==> config.mk <==
export PLATFORM = sky130hd
export DESIGN_NAME = multicycle_control_unit
export DESIGN_NICKNAME = d
export VERILOG_FILES = /design/src/rtl/multicycle_control_unit_pkg.sv /design/src/rtl/multicycle_control_unit_mem_wait_timer.sv /design/src/rtl/multicycle_control_unit.sv
export SDC_FILE = /design/constraint.sdc
export NUM_CORES = 1
export LEC_CHECK = 0
export BUFFER_PORTS_ARGS = -buffer_cell sky130_fd_sc_hd__buf_2
export CORE_ASPECT_RATIO = 0.9
export CORE_UTILIZATION = 30
export CTS_BUF_LIST = sky130_fd_sc_hd__clkbuf_16
export CTS_CLUSTER_SIZE = 24
export DETAILED_ROUTE_END_ITERATION = 10
export SETUP_SLACK_MARGIN = 0.3
export SLEW_MARGIN = 20
export SYNTH_ARGS = -nofsm -noshare
export SYNTH_HDL_FRONTEND = slang
export SYNTH_HIERARCHICAL = 1
export SYNTH_SLANG_ARGS = --single-unit
export TNS_END_PERCENT = 20
==> constraint.sdc <==
create_clock -name CLK -period 2.4 [get_ports CLK]
set_input_delay 0 -clock CLK [delete_from_list [all_inputs] [get_ports CLK]]
set_output_delay 0 -clock CLK [all_outputs]
set_load 0.02 [all_outputs]
==> src/rtl/multicycle_control_unit_pkg.sv <==
// Shared control definitions: opcodes, FSM state encodings, datapath select codes
// and the per-state control word decode used by the multicycle controller.
package control_defs;

    typedef enum logic [3:0] {
        ST_IDLE     = 4'd0,
        ST_FETCH    = 4'd1,
        ST_DECODE   = 4'd2,
        ST_EXEC_R   = 4'd3,
        ST_EXEC_I   = 4'd4,
        ST_ALU_WB   = 4'd5,
        ST_MEM_ADDR = 4'd6,
        ST_MEM_RD   = 4'd7,
        ST_MEM_WB   = 4'd8,
        ST_MEM_WR   = 4'd9,
        ST_BRANCH   = 4'd10,
        ST_FAULT    = 4'd15
    } state_t;

    localparam logic [3:0] OP_RTYPE = 4'b0000;
    localparam logic [3:0] OP_ADDI  = 4'b0100;
    localparam logic [3:0] OP_SI    = 4'b0101;
    localparam logic [3:0] OP_LUI   = 4'b1110;
    localparam logic [3:0] OP_LW    = 4'b0010;
    localparam logic [3:0] OP_SW    = 4'b0011;
    localparam logic [3:0] OP_BEQ   = 4'b1001;

    localparam logic [1:0] SRCB_BREG    = 2'b00;
    localparam logic [1:0] SRCB_TWO     = 2'b01;
    localparam logic [1:0] SRCB_IMM     = 2'b10;
    localparam logic [1:0] SRCB_IMM_SH1 = 2'b11;

    localparam logic [1:0] ALUOP_ADD  = 2'b00;
    localparam logic [1:0] ALUOP_SUB  = 2'b01;
    localparam logic [1:0] ALUOP_FUNC = 2'b10;

    localparam logic [1:0] M2R_ALUOUT = 2'b00;
    localparam logic [1:0] M2R_MDR    = 2'b01;

    localparam logic [1:0] PCSRC_ALU    = 2'b00;
    localparam logic [1:0] PCSRC_ALUOUT = 2'b01;

    typedef struct packed {
        logic       fetch;
        logic       pc_write_cond;
        logic       iord;
        logic       mem_read;
        logic       mem_write;
        logic       reg_write;
        logic       alu_src_a;
        logic [1:0] alu_src_b;
        logic [1:0] alu_op;
        logic [1:0] mem_to_reg;
        logic [1:0] pc_source;
        logic       fault;
    } ctrl_t;

    // fetch marks the state whose IRWrite/PCWrite are qualified by memory ready.
    function automatic ctrl_t ctrl_decode(input state_t s);
        ctrl_t c;
        c = '0;
        case (s)
            ST_FETCH: begin
                c.fetch     = 1'b1;
                c.mem_read  = 1'b1;
                c.alu_src_b = SRCB_TWO;
                c.alu_op    = ALUOP_ADD;
                c.pc_source = PCSRC_ALU;
            end
            ST_DECODE: begin
                c.alu_src_b = SRCB_IMM_SH1;
                c.alu_op    = ALUOP_ADD;
            end
            ST_EXEC_R: begin
                c.alu_src_a = 1'b1;
                c.alu_src_b = SRCB_BREG;
                c.alu_op    = ALUOP_FUNC;
            end
            ST_EXEC_I: begin
                c.alu_src_a = 1'b1;
                c.alu_src_b = SRCB_IMM;
                c.alu_op    = ALUOP_FUNC;
            end
            ST_ALU_WB: begin
                c.reg_write  = 1'b1;
                c.mem_to_reg = M2R_ALUOUT;
            end
            ST_MEM_ADDR: begin
                c.alu_src_a = 1'b1;
                c.alu_src_b = SRCB_IMM;
                c.alu_op    = ALUOP_ADD;
            end
            ST_MEM_RD: begin
                c.iord     = 1'b1;
                c.mem_read = 1'b1;
            end
            ST_MEM_WB: begin
                c.reg_write  = 1'b1;
                c.mem_to_reg = M2R_MDR;
            end
            ST_MEM_WR: begin
                c.iord      = 1'b1;
                c.mem_write = 1'b1;
            end
            ST_BRANCH: begin
                c.alu_src_a     = 1'b1;
                c.alu_src_b     = SRCB_BREG;
                c.alu_op        = ALUOP_SUB;
                c.pc_write_cond = 1'b1;
                c.pc_source     = PCSRC_ALUOUT;
            end
            ST_FAULT: c.fault = 1'b1;
            default: ;
        endcase
        return c;
    endfunction

endpackage

==> src/rtl/multicycle_control_unit_mem_wait_timer.sv <==
// Memory wait-state counter: counts held cycles without ready and flags when the
// count reaches MEM_TIMEOUT.
module mem_wait_timer #(
    parameter int unsigned MEM_TIMEOUT = 15
) (
    input  logic i_clk,
    input  logic i_rst_n,
    input  logic i_clr,
    input  logic i_en,
    output logic o_timeout
);

    logic [7:0] r_count;

    always_ff @(posedge i_clk or negedge i_rst_n) begin
        if (!i_rst_n) begin
            r_count <= 8'd0;
        end else if (i_clr) begin
            r_count <= 8'd0;
        end else if (i_en) begin
            r_count <= r_count + 8'd1;
        end
    end

    assign o_timeout = (r_count == 8'(MEM_TIMEOUT));

endmodule

==> src/rtl/multicycle_control_unit.sv <==
// Moore multicycle controller for the 16-bit processor: sequences fetch, decode,
// execute, memory and writeback, with a memory-ready timeout into a sticky fault.
module multicycle_control_unit
    import control_defs::*;
#(
    parameter int unsigned MEM_TIMEOUT = 15
) (
    input  logic        CLK,
    input  logic        Reset_n,
    input  logic [15:0] In_Inst,
    input  logic        In_Zero,
    input  logic        In_MemReady,
    output logic        Out_IRWrite,
    output logic        Out_PCWrite,
    output logic        Out_PCWriteCond,
    output logic        Out_IorD,
    output logic        Out_MemRead,
    output logic        Out_MemWrite,
    output logic        Out_RegWrite,
    output logic        Out_ALUSrcA,
    output logic [1:0]  Out_ALUSrcB,
    output logic [1:0]  Out_ALUOp,
    output logic [1:0]  Out_MemToReg,
    output logic [1:0]  Out_PCSource,
    output logic [3:0]  Out_State,
    output logic        Out_Fault,
    output logic [15:0] Out_InstCount
);

    state_t      r_state;
    state_t      w_next;
    logic        r_start;
    ctrl_t       r_ctrl;
    logic [15:0] r_inst_count;
    logic [3:0]  w_opcode;
    logic        w_wait_state;
    logic        w_tmr_en;
    logic        w_tmr_clr;
    logic        w_tmr_timeout;
    logic        w_retire;
    logic        w_unused_bits;

    assign w_opcode = In_Inst[3:0];
    // Operand fields and the zero flag are consumed by the datapath, not here.
    assign w_unused_bits = ^{In_Zero, In_Inst[15:4]};

    assign w_wait_state = (r_state == ST_FETCH) || (r_state == ST_MEM_RD) ||
                          (r_state == ST_MEM_WR);
    assign w_tmr_en  = w_wait_state && !In_MemReady;
    assign w_tmr_clr = (w_next != r_state);

    mem_wait_timer #(
        .MEM_TIMEOUT(MEM_TIMEOUT)
    ) u_mem_wait_timer (
        .i_clk     (CLK),
        .i_rst_n   (Reset_n),
        .i_clr     (w_tmr_clr),
        .i_en      (w_tmr_en),
        .o_timeout (w_tmr_timeout)
    );

    always_comb begin
        w_next = r_state;
        case (r_state)
            ST_IDLE:     w_next = r_start ? ST_FETCH : ST_IDLE;
            ST_FETCH: begin
                if (In_MemReady)        w_next = ST_DECODE;
                else if (w_tmr_timeout) w_next = ST_FAULT;
            end
            ST_DECODE: begin
                case (w_opcode)
                    OP_RTYPE:              w_next = ST_EXEC_R;
                    OP_ADDI, OP_SI, OP_LUI: w_next = ST_EXEC_I;
                    OP_LW, OP_SW:          w_next = ST_MEM_ADDR;
                    OP_BEQ:                w_next = ST_BRANCH;
                    default:               w_next = ST_FAULT;
                endcase
            end
            ST_EXEC_R:   w_next = ST_ALU_WB;
            ST_EXEC_I:   w_next = ST_ALU_WB;
            ST_ALU_WB:   w_next = ST_FETCH;
            ST_MEM_ADDR: begin
                if (w_opcode == OP_LW)      w_next = ST_MEM_RD;
                else if (w_opcode == OP_SW) w_next = ST_MEM_WR;
                else                        w_next = ST_FAULT;
            end
            ST_MEM_RD: begin
                if (In_MemReady)        w_next = ST_MEM_WB;
                else if (w_tmr_timeout) w_next = ST_FAULT;
            end
            ST_MEM_WB:   w_next = ST_FETCH;
            ST_MEM_WR: begin
                if (In_MemReady)        w_next = ST_FETCH;
                else if (w_tmr_timeout) w_next = ST_FAULT;
            end
            ST_BRANCH:   w_next = ST_FETCH;
            ST_FAULT:    w_next = ST_FAULT;
            default:     w_next = ST_FAULT;
        endcase
    end

    assign w_retire = (w_next == ST_FETCH) &&
                      ((r_state == ST_ALU_WB) || (r_state == ST_MEM_WB) ||
                       (r_state == ST_MEM_WR) || (r_state == ST_BRANCH));

    // r_start holds IDLE for one extra edge so FETCH lands on the 2nd edge after reset.
    always_ff @(posedge CLK or negedge Reset_n) begin
        if (!Reset_n) begin
            r_state      <= ST_IDLE;
            r_start      <= 1'b0;
            r_ctrl       <= '0;
            r_inst_count <= 16'd0;
        end else begin
            r_state <= w_next;
            r_start <= 1'b1;
            r_ctrl  <= ctrl_decode(w_next);
            if (w_retire) begin
                r_inst_count <= r_inst_count + 16'd1;
            end
        end
    end

    assign Out_IRWrite     = r_ctrl.fetch && In_MemReady;
    assign Out_PCWrite     = r_ctrl.fetch && In_MemReady;
    assign Out_PCWriteCond = r_ctrl.pc_write_cond;
    assign Out_IorD        = r_ctrl.iord;
    assign Out_MemRead     = r_ctrl.mem_read;
    assign Out_MemWrite    = r_ctrl.mem_write;
    assign Out_RegWrite    = r_ctrl.reg_write;
    assign Out_ALUSrcA     = r_ctrl.alu_src_a;
    assign Out_ALUSrcB     = r_ctrl.alu_src_b;
    assign Out_ALUOp       = r_ctrl.alu_op;
    assign Out_MemToReg    = r_ctrl.mem_to_reg;
    assign Out_PCSource    = r_ctrl.pc_source;
    assign Out_State       = r_state;
    assign Out_Fault       = r_ctrl.fault;
    assign Out_InstCount   = r_inst_count;

endmodule
==> results_dict.tcl, run 1 <==
set metrics [dict create \
    grt_remaining_overflow 0 \
    die_width_um 94.3 \
    clkTransAtPathRegs_ps 60 \
    combinational_family_with_the_most_area_after_synthesis "simple AND/OR/NAND/NOR gates" \
    most_frequent_cells_in_the_layout "sky130_fd_sc_hd__dfrtp_1 (41), sky130_fd_sc_hd__buf_2 (41), sky130_fd_sc_hd__nor2_1 (21)" \
    yosysWarningCount 6 \
    dieArea_um2 8020 \
    cp_slowest_stage_delay_ps 390 \
    post-route-min-period_ps 2210 \
    grt_pass1_wl_um 7790 \
    antenna_found_initial 0 \
    ff_latch_count_synth 42 \
    max_cap_violations 0 \
    powerDensity_nw_per_um2 606 \
    slew_headroom_pct 56.1 \
    async_flop_share_pct 100 \
    r2r_setup_slack_ps 190 \
    syn-cell-area_um2 2300 \
    critPathTopFamily "simple AND/OR/NAND/NOR gates" \
    syn_inst 229 \
    cp.arrival_ps 2420 \
    synth_top_cell_by_area "sky130_fd_sc_hd__dfrtp_1" \
    drive_gt1_share_pct 32.7 \
    setup_ws_ps 193 \
    final.period_utilization_pct 92.0 \
    worst_skew_pair.late_latency_ps 280 \
    worst-endpoint-required_ps 2610 \
    area.growth.synth_to_final_pct 27.2 \
    finalWeightedCongestion 0.773 \
    synth-main-ff-cell "sky130_fd_sc_hd__dfrtp_1" \
    yosys.area.top_type_share_pct 45.7 \
    hold-worst-slack_ps 288 \
    first_global_vias 1683 \
    p_total_mw 1.77 \
    filler_cell_count 718 \
    hold_viol_final 0 \
    worst_path_cell_chain "ha_2 > nand4b_1 > nor4_4 > nor4b_2 > o31ai_1 > o2111ai_2 > xnor2_1 > nand4_1 > buf_6 > nor2_1" \
    worstHoldPathType "input pin to asynchronous set/reset pin" \
    residual_antenna_violating_net_count_after_detailed_routing 0 \
    num_rows 29 \
    top_level_ports 57 \
    ir_worst_vdd_v 0.000315 \
    tightestPinTransition_ps 658 \
    setup.worst_path.start_class "flop" \
    synthXorXnorAreaFrac_pct 10.3 \
    finClkSkew_ps 3.62 \
    place.port_buffers 41 \
    r2r-start "u_mem_wait_timer/r_count[0]" \
    cts_htree_levels 2 \
    via_count 1792 \
    critical_path_peak_fanout 8 \
    synth_top_cells_by_area "sky130_fd_sc_hd__dfrtp_1 (46%), sky130_fd_sc_hd__xnor2_1 (7.6%), sky130_fd_sc_hd__nor2_1 (3.6%)" \
    cts_tree "done" \
    number_of_max_slew_violations_in_the_final_report 0 \
    cp.buffers_inverters 1 \
    final-setup-viol-count 0 \
    post-route-drc-count 0 \
    worstSetupPathType "flop to flop" \
    pre_cts_setup_slack_ps 118 \
    p_leak_nw 1.41 \
    die_height_um 85.0 \
    critical_path.startpoint "u_mem_wait_timer/r_count[0]" \
    clkSinkCount 42 \
    dp_hpwl_um 3250 \
    cts-root-buf "sky130_fd_sc_hd__clkbuf_16" \
    finalNetCount 296 \
    crit_path_top_delay_cell "sky130_fd_sc_hd__dfrtp_1" \
    wirelength_um 4800 \
    wl_per_cell_um 13.0 \
    cts-buffers-inserted 5 \
    synth_edf_count 0 \
    groute.usage.overall_pct 12.3 \
    antenna_cells_inserted 0 \
    synthesis.area_per_instance_um2 10.0 \
    run_status "complete, no violations" \
    totalNegativeSetupSlack_ps 0 \
    synth_area_in_compound_gates_pct 7.89 \
    timing.fmax_mhz 453 \
    grt_start_max_net_pins 32 \
    drt_iter0_drc 60 \
    vias_per_cell 4.87 \
    unrepaired_setup_endpoints_after_global_routing "true" \
    synth_simple_gate_area_share_pct 24.5 \
    post_synth_num_cell_types 57 \
    end_kind "flop" \
    synth-adder-area-share_pct 1.09 \
    yosysSeqAreaShare_pct 45.7 \
    core_area_um2 7220 \
    floorplan.initialDensity_pct 31.8 \
    initial_drt_pass_iterations 7 \
    synth.area.mux_share_pct 1.36 \
    clock_buffer_depth 2 \
]
[Yosys cell counts (6+ instances only)]
library cell	count
sky130_fd_sc_hd__buf_2	10
sky130_fd_sc_hd__nand2_1	8
sky130_fd_sc_hd__nor2_1	22
sky130_fd_sc_hd__nand3_1	6
sky130_fd_sc_hd__xnor2_1	20
sky130_fd_sc_hd__xor2_1	7
sky130_fd_sc_hd__nand4_1	13
sky130_fd_sc_hd__o21ai_0	7
sky130_fd_sc_hd__dfrtp_1	42
sky130_fd_sc_hd__a21oi_1	7
sky130_fd_sc_hd__buf_4	10
[what timing repair did]
item	CTS	global route
hold buffers	1	0
buffers inserted	2	6
gates resized for setup	4	16
pin swaps	2	3
endpoints found under the hold margin	30	0
gates cloned	0	1
endpoints found under the setup margin	30	36
[flip-flops by register name, indices dropped and copies added, names as in the netlist]
register,cells
Out_InstCount,16
u_mem_wait_timer/r_count,8
Out_State,4
Out_ALUOp,2
Out_ALUSrcB,2
Out_ALUSrcA,1
Out_Fault,1
Out_IorD,1
Out_MemRead,1
Out_MemToReg,1
Out_MemWrite,1
Out_PCSource,1
Out_RegWrite,1
r_ctrl,1
r_start,1
[metrics by stage]
step           std cells  instance area (um2)  util [%]
5_1_grt              368                 2920      40.5
6_report             368                 2920      40.5
4_1_cts              361                 2760      38.3
3_5_place_dp         350                 2560      35.4
2_1_floorplan        230                 2320         -
3_3_place_gp         350                 2560      35.4
[final timing paths]
kind | to | cells after the start
max | u_mem_wait_timer/r_count[3] | 10
max reg2reg | u_mem_wait_timer/r_count[3] | 10
min | u_mem_wait_timer/r_count[5] | 2
max in group asynchronous | Out_InstCount[10] | 3
min in group CLK | u_mem_wait_timer/r_count[0] | 5
min reg2reg | Out_InstCount[15] | 1
[cell type report]
type | instances | area, um2 | area share, %
Inverter | 6 | 22.5 | 0.771
Tap cell | 93 | 116 | 3.98
Clock buffer | 5 | 125 | 4.28
Multi-Input combinational cell | 156 | 1150 | 39.3
Timing Repair Buffer | 63 | 419 | 14.3
Clock inverter | 3 | 40.0 | 1.37
Sequential cell | 42 | 1050 | 36.0
[per-layer routing]
metal	wire length, um	share of wire (%)	GRT usage (%)
met4	41	0.85	3.78
met2	2370	49	20.2
met1	2200	46	15.9
met3	183	3.8	3.23
met5	0	0	0
[where the power goes]
group / switching [mW] / total, mW / internal [mW] / leakage [nW]
sequential: 0.0668 / 0.811 / 0.745 / 0.552
clock: 0.266 / 0.752 / 0.486 / 0.0836
combinational: 0.121 / 0.208 / 0.0871 / 0.776
[cell families (layout without fill, tap and decap cells)]
kind of cell / count (synthesis) / count (layout)
AND/OR/NAND/NOR: 93 / 93
flip-flops: 42 / 42
buffers and inverters: 32 / 77
AO/OA/AOI/OAI: 28 / 28
XOR/XNOR: 27 / 27
multiplexers: 3 / 3
adder cells (fa/ha/maj): 2 / 2
other: 2 / 3
Power figures use the tool's default switching activity.
==> inputs of run 2 (changes only) <==
RECOVER_POWER = 25   (was default)
==> results_dict.tcl, run 2 (synthesis gave the netlist of run 1 again) <==
set metrics [dict create \
    whs_path_depth 5 \
    min-delay-start "In_MemReady" \
    grt_remaining_overflow 0 \
    finalNetCount 296 \
    tightestPinTransition_ps 1590 \
    post-route-cell-area_um2 2900 \
    unrepaired_setup_endpoints_after_global_routing "true" \
    worstHoldEndpoint "u_mem_wait_timer/r_count[0]" \
    place.port_buffers 41 \
    groute.usage.overall_pct 12.3 \
    first_global_vias 1683 \
    max_cap_violations 1 \
    worst_r2r_endpoint "u_mem_wait_timer/r_count[3]" \
    area.growth.synth_to_final_pct 26.1 \
    totalNegativeSetupSlack_ps 0 \
    cts-root-buf "sky130_fd_sc_hd__clkbuf_16" \
    timing.fmax_mhz 454 \
    finalWeightedCongestion 0.773 \
    drt_iter0_drc 50 \
    clock_buffer_depth 2 \
    core_area_um2 7220 \
    num_rows 29 \
    die_height_um 85.0 \
    end_kind "flop" \
    post_dp_cell_area_um2 2560 \
    number_of_max_slew_violations_in_the_final_report 32 \
    via_count 1792 \
    initial_drt_pass_iterations 8 \
    post-route-drc-count 0 \
    r2r_setup_slack_ps 200 \
    powerDensity_nw_per_um2 611 \
    ff2ff_path_depth 10 \
    antenna_found_initial 0 \
    cts_htree_levels 2 \
    run_status "finished, violations left" \
    p_total_mw 1.77 \
    violations "max-capacitance violations, max-slew violations" \
    worstSetupPathType "flop to flop" \
    wl_per_cell_um 13.0 \
    grt-busiest-layer "met2" \
    slew_headroom_pct -6.32 \
    clkTransAtPathRegs_ps 60 \
    worstHoldPathType "input pin to flop" \
    top_level_ports 57 \
    worst-endpoint-required_ps 2610 \
    p_leak_nw 1.33 \
    clkSinkCount 42 \
    r2r-start "u_mem_wait_timer/r_count[0]" \
    postLayoutCoreUtil_pct 40.1 \
    finClkSkew_ps 3.74 \
    met2_usage_grt_pct 20.2 \
    hold_viol_final 0 \
    final.period_utilization_pct 91.8 \
    grt_pass1_wl_um 7790 \
    dieArea_um2 8020 \
    grt_start_max_net_pins 32 \
    wirelength_um 4800 \
    most_frequent_cells_in_the_layout "sky130_fd_sc_hd__dfrtp_1 (41), sky130_fd_sc_hd__buf_2 (22), sky130_fd_sc_hd__nor2_1 (21)" \
    ir_worst_vdd_v 0.000312 \
    floorplan.initialDensity_pct 31.8 \
    setup.worst_path.start_class "flop" \
    vias_per_cell 4.87 \
    critical_path_peak_fanout 8 \
    layout_commonest_cell "sky130_fd_sc_hd__dfrtp_1" \
    worst_skew_pair.late_latency_ps 280 \
    residual_antenna_violating_net_count_after_detailed_routing 0 \
    largest_register_ff_count 16 \
    post-route-min-period_ps 2200 \
    grt_util_met1_pct 15.9 \
    drive_gt1_share_pct 25.8 \
    final-setup-viol-count 0 \
    use_met3_pct 3.23 \
    cts_tree "done" \
    cp.arrival_ps 2410 \
    cts-buffers-inserted 5 \
    hold-worst-slack_ps 335 \
    dp_hpwl_um 3250 \
    die_width_um 94.3 \
    antenna_cells_inserted 0 \
]
run 2: what timing repair did:
| item | 4_1_cts | 5_1_grt |
|---|---|---|
| setup endpoints to repair | 30 | 36 |
| resized for setup | 4 | 16 |
| setup buffers | 2 | 6 |
| pin swaps | 2 | 3 |
| hold endpoints to repair | 30 | 0 |
| hold buffers | 1 | 0 |
| cloned | 0 | 1 |
run 2: power breakdown:
group          leakage [nW]  switching [mW]  total [mW]  internal [mW]
Combinational         0.697           0.121       0.208         0.0868
Clock                0.0836           0.266       0.752          0.486
Sequential            0.552          0.0669       0.812          0.745
run 2: layer usage:
| metal | vias to the layer above | part of all wire [%] |
|---|---|---|
| li1 | 880 | - |
| met1 | 869 | 46 |
| met2 | 39 | 50 |
| met3 | 4 | 4.0 |
| met4 | 0 | 0.60 |
| met5 | - | 0 |
run 2: cell type report:
| class | count | area, um2 |
|---|---|---|
| clock buffers | 5 | 125 |
| clock inverters | 3 | 40.0 |
| fillers | 725 | 4320 |
| inverters | 6 | 22.5 |
| multi-input cells | 156 | 1150 |
| flip-flops and latches | 42 | 1050 |
| well taps | 93 | 116 |
| repair buffers | 63 | 395 |
run 2: through the flow:
step,setup WS (ps),std cells
3_3_place_gp,176,350
6_report,198,368
4_1_cts,194,361
5_1_grt,36.9,368
3_5_place_dp,118,350
2_1_floorplan,297,230
run 2: worst max-delay path by stage:
stage          slack [ps]                           to  cells after the start                         from
3_3_place_gp          180  u_mem_wait_timer/r_count[5]                     10  u_mem_wait_timer/r_count[0]
6_report              200  u_mem_wait_timer/r_count[3]                     10  u_mem_wait_timer/r_count[0]
3_5_place_dp          120  u_mem_wait_timer/r_count[6]                     10  u_mem_wait_timer/r_count[0]
4_1_cts               190            Out_InstCount[15]                     10  u_mem_wait_timer/r_count[0]
5_1_grt                40  u_mem_wait_timer/r_count[3]                     11  u_mem_wait_timer/r_count[0]
2_1_floorplan         300  u_mem_wait_timer/r_count[5]                     11  u_mem_wait_timer/r_count[0]
run 2: worst max-delay path: stages, from the launching register on:
cell	delay (ps)
sky130_fd_sc_hd__dfrtp_1	390
sky130_fd_sc_hd__ha_2	190
sky130_fd_sc_hd__nand4b_1	150
sky130_fd_sc_hd__nor4_4	60
sky130_fd_sc_hd__nor4b_2	160
sky130_fd_sc_hd__o31ai_1	270
sky130_fd_sc_hd__o2111ai_2	200
sky130_fd_sc_hd__xnor2_1	250
sky130_fd_sc_hd__nand4_1	170
sky130_fd_sc_hd__buf_6	170
sky130_fd_sc_hd__nor2_1	110
==> inputs of run 3 (changes only) <==
BUFFER_PORTS_ARGS = -buffer_cell sky130_fd_sc_hd__buf_4   (was -buffer_cell sky130_fd_sc_hd__buf_2)
==> results_dict.tcl, run 3 (synthesis gave the netlist of run 1 again) <==
set metrics [dict create \
    cts-root-buf "sky130_fd_sc_hd__clkbuf_16" \
    vias_per_cell 4.76 \
    worstSetupPathType "flop to flop" \
    floorplan.initialDensity_pct 31.8 \
    grt_start_max_net_pins 43 \
    grt_pass1_wl_um 7580 \
    via_count 1761 \
    p_leak_nw 1.41 \
    critical_path_peak_fanout 6 \
    postLayoutCoreUtil_pct 41.3 \
    power.clock.fraction_pct 37.7 \
    wl_per_cell_um 12.7 \
    cts_htree_levels 2 \
    totalNegativeSetupSlack_ps 0 \
    number_of_max_slew_violations_in_the_final_report 0 \
    setup.worst_path.start_class "flop" \
    whs_path_depth 5 \
    end_kind "flop" \
    groute.usage.overall_pct 12.0 \
    dieArea_um2 8020 \
    num_rows 29 \
    drive_gt1_share_pct 32.9 \
    drt_iter0_drc 77 \
    ff2ff_path_depth 10 \
    timing.fmax_mhz 458 \
    die_width_um 94.3 \
    slew_headroom_pct 32.1 \
    r2r_setup_slack_ps 220 \
    run_status "complete, no violations" \
    pwr-share-comb_pct 13.6 \
    wirelength_um 4690 \
    worst-endpoint-required_ps 2570 \
    cts_tree "done" \
    first_global_vias 1666 \
    clock_buffer_depth 2 \
    layout_commonest_cell "sky130_fd_sc_hd__buf_4" \
    largest_register_ff_count 16 \
    ir_worst_vdd_v 0.000381 \
    top_level_ports 57 \
    core_area_um2 7220 \
    tightestPinTransition_ps 1020 \
    place.port_buffers 41 \
    internal_power_mw 1.22 \
    most_frequent_cells_in_the_layout "sky130_fd_sc_hd__buf_4 (59), sky130_fd_sc_hd__dfrtp_1 (41), sky130_fd_sc_hd__nor2_1 (21)" \
    finalWeightedCongestion 0.813 \
    cp.arrival_ps 2350 \
    worst_skew_pair.late_latency_ps 280 \
    grt_remaining_overflow 0 \
    dp_hpwl_um 3270 \
    powerDensity_nw_per_um2 561 \
    final.period_utilization_pct 90.9 \
    worstHoldPathType "input pin to flop" \
    power_frac_seq_pct 48.7 \
    final-setup-viol-count 0 \
    max_cap_violations 0 \
    post-route-min-period_ps 2180 \
    finalNetCount 298 \
    area.growth.synth_to_final_pct 29.8 \
    cts-buffers-inserted 5 \
    clkSinkCount 42 \
    clkTransAtPathRegs_ps 60 \
    residual_antenna_violating_net_count_after_detailed_routing 0 \
    die_height_um 85.0 \
    initial_drt_pass_iterations 4 \
    antenna_found_initial 0 \
    power.switching_fraction_pct 26.8 \
    finClkSkew_ps 3.76 \
    net_switching_uw 448 \
    unrepaired_setup_endpoints_after_global_routing "true" \
    hold_viol_final 0 \
    post-route-drc-count 0 \
    antenna_cells_inserted 0 \
]
## run 3: cell count changes in the layout (fill, tap and decap cells not counted), sizes merged
cell    change
buf        +21
bufinv      -1
clkbuf     -19
inv         +1
## run 3: final timing paths
check / from / end
setup reg to reg: u_mem_wait_timer/r_count[0] / Out_ALUSrcB[1]
setup / recovery: u_mem_wait_timer/r_count[0] / Out_ALUSrcB[1]
max in group asynchronous: Reset_n / Out_State[2]
hold / removal: In_Inst[1] / Out_State[1]
min in group asynchronous: Reset_n / Out_InstCount[15]
hold reg to reg: Out_InstCount[15] / Out_InstCount[15]
## run 3: cell type report
type	instances	area [um2]
multi-input combinational	156	1140
fill	694	4240
tap	93	116
clock inverter	3	12.5
inverter	6	25.0
timing repair buffer	65	512
clock buffer	5	125
sequential	42	1050
## run 3: metrics by stage
step           power, mW  instance area, um2  cells  hold slack (ps)  worst slack (ps)
2_1_floorplan      0.937                2320    230             -296               297
3_3_place_gp        1.04                2690    354             20.0               195
3_5_place_dp        1.04                2690    354             22.2               129
4_1_cts             1.68                2920    367              270               223
5_1_grt             1.74                2980    370              425              94.7
6_report            1.67                2980    370              384               218
## run 3: what timing repair did
| item | in CTS | in global routing |
|---|---|---|
| pin swaps | 4 | 3 |
| hold buffers | 1 | 0 |
| gates cloned | 0 | 0 |
| gates resized for setup | 11 | 11 |
| setup endpoints to repair | 35 | 37 |
| hold endpoints to repair | 42 | 0 |
| setup buffers | 4 | 3 |
## run 3: layer usage
| metal | track usage (%) | vias to the layer above | wire length (um) |
|---|---|---|---|
| li1 | - | 889 | - |
| met2 | 19.2 | 34 | 2280 |
| met3 | 3.41 | 3 | 158 |
| met5 | 0 | - | 0 |
| met1 | 15.8 | 835 | 2240 |
| met4 | 3.08 | 0 | 19 |
## run 3: power groups by stage
stage / Clock, mW / Combinational [mW] / Sequential (mW)
finish: 0.630 / 0.228 / 0.815
floorplan: 0 / 0.0981 / 0.838
global placement: 0 / 0.211 / 0.826
detailed placement: 0 / 0.215 / 0.827
global route: 0.673 / 0.247 / 0.823
CTS: 0.646 / 0.218 / 0.814
## run 3: worst max-delay path, cell delays in order (launching register included)
cell,delay (ps)
sky130_fd_sc_hd__dfrtp_1,380
sky130_fd_sc_hd__ha_2,200
sky130_fd_sc_hd__nand4b_1,140
sky130_fd_sc_hd__nor4_4,60
sky130_fd_sc_hd__buf_4,140
sky130_fd_sc_hd__nor4b_4,120
sky130_fd_sc_hd__o31ai_2,250
sky130_fd_sc_hd__o2111ai_2,180
sky130_fd_sc_hd__buf_6,180
sky130_fd_sc_hd__or2_4,270
sky130_fd_sc_hd__and2_4,160
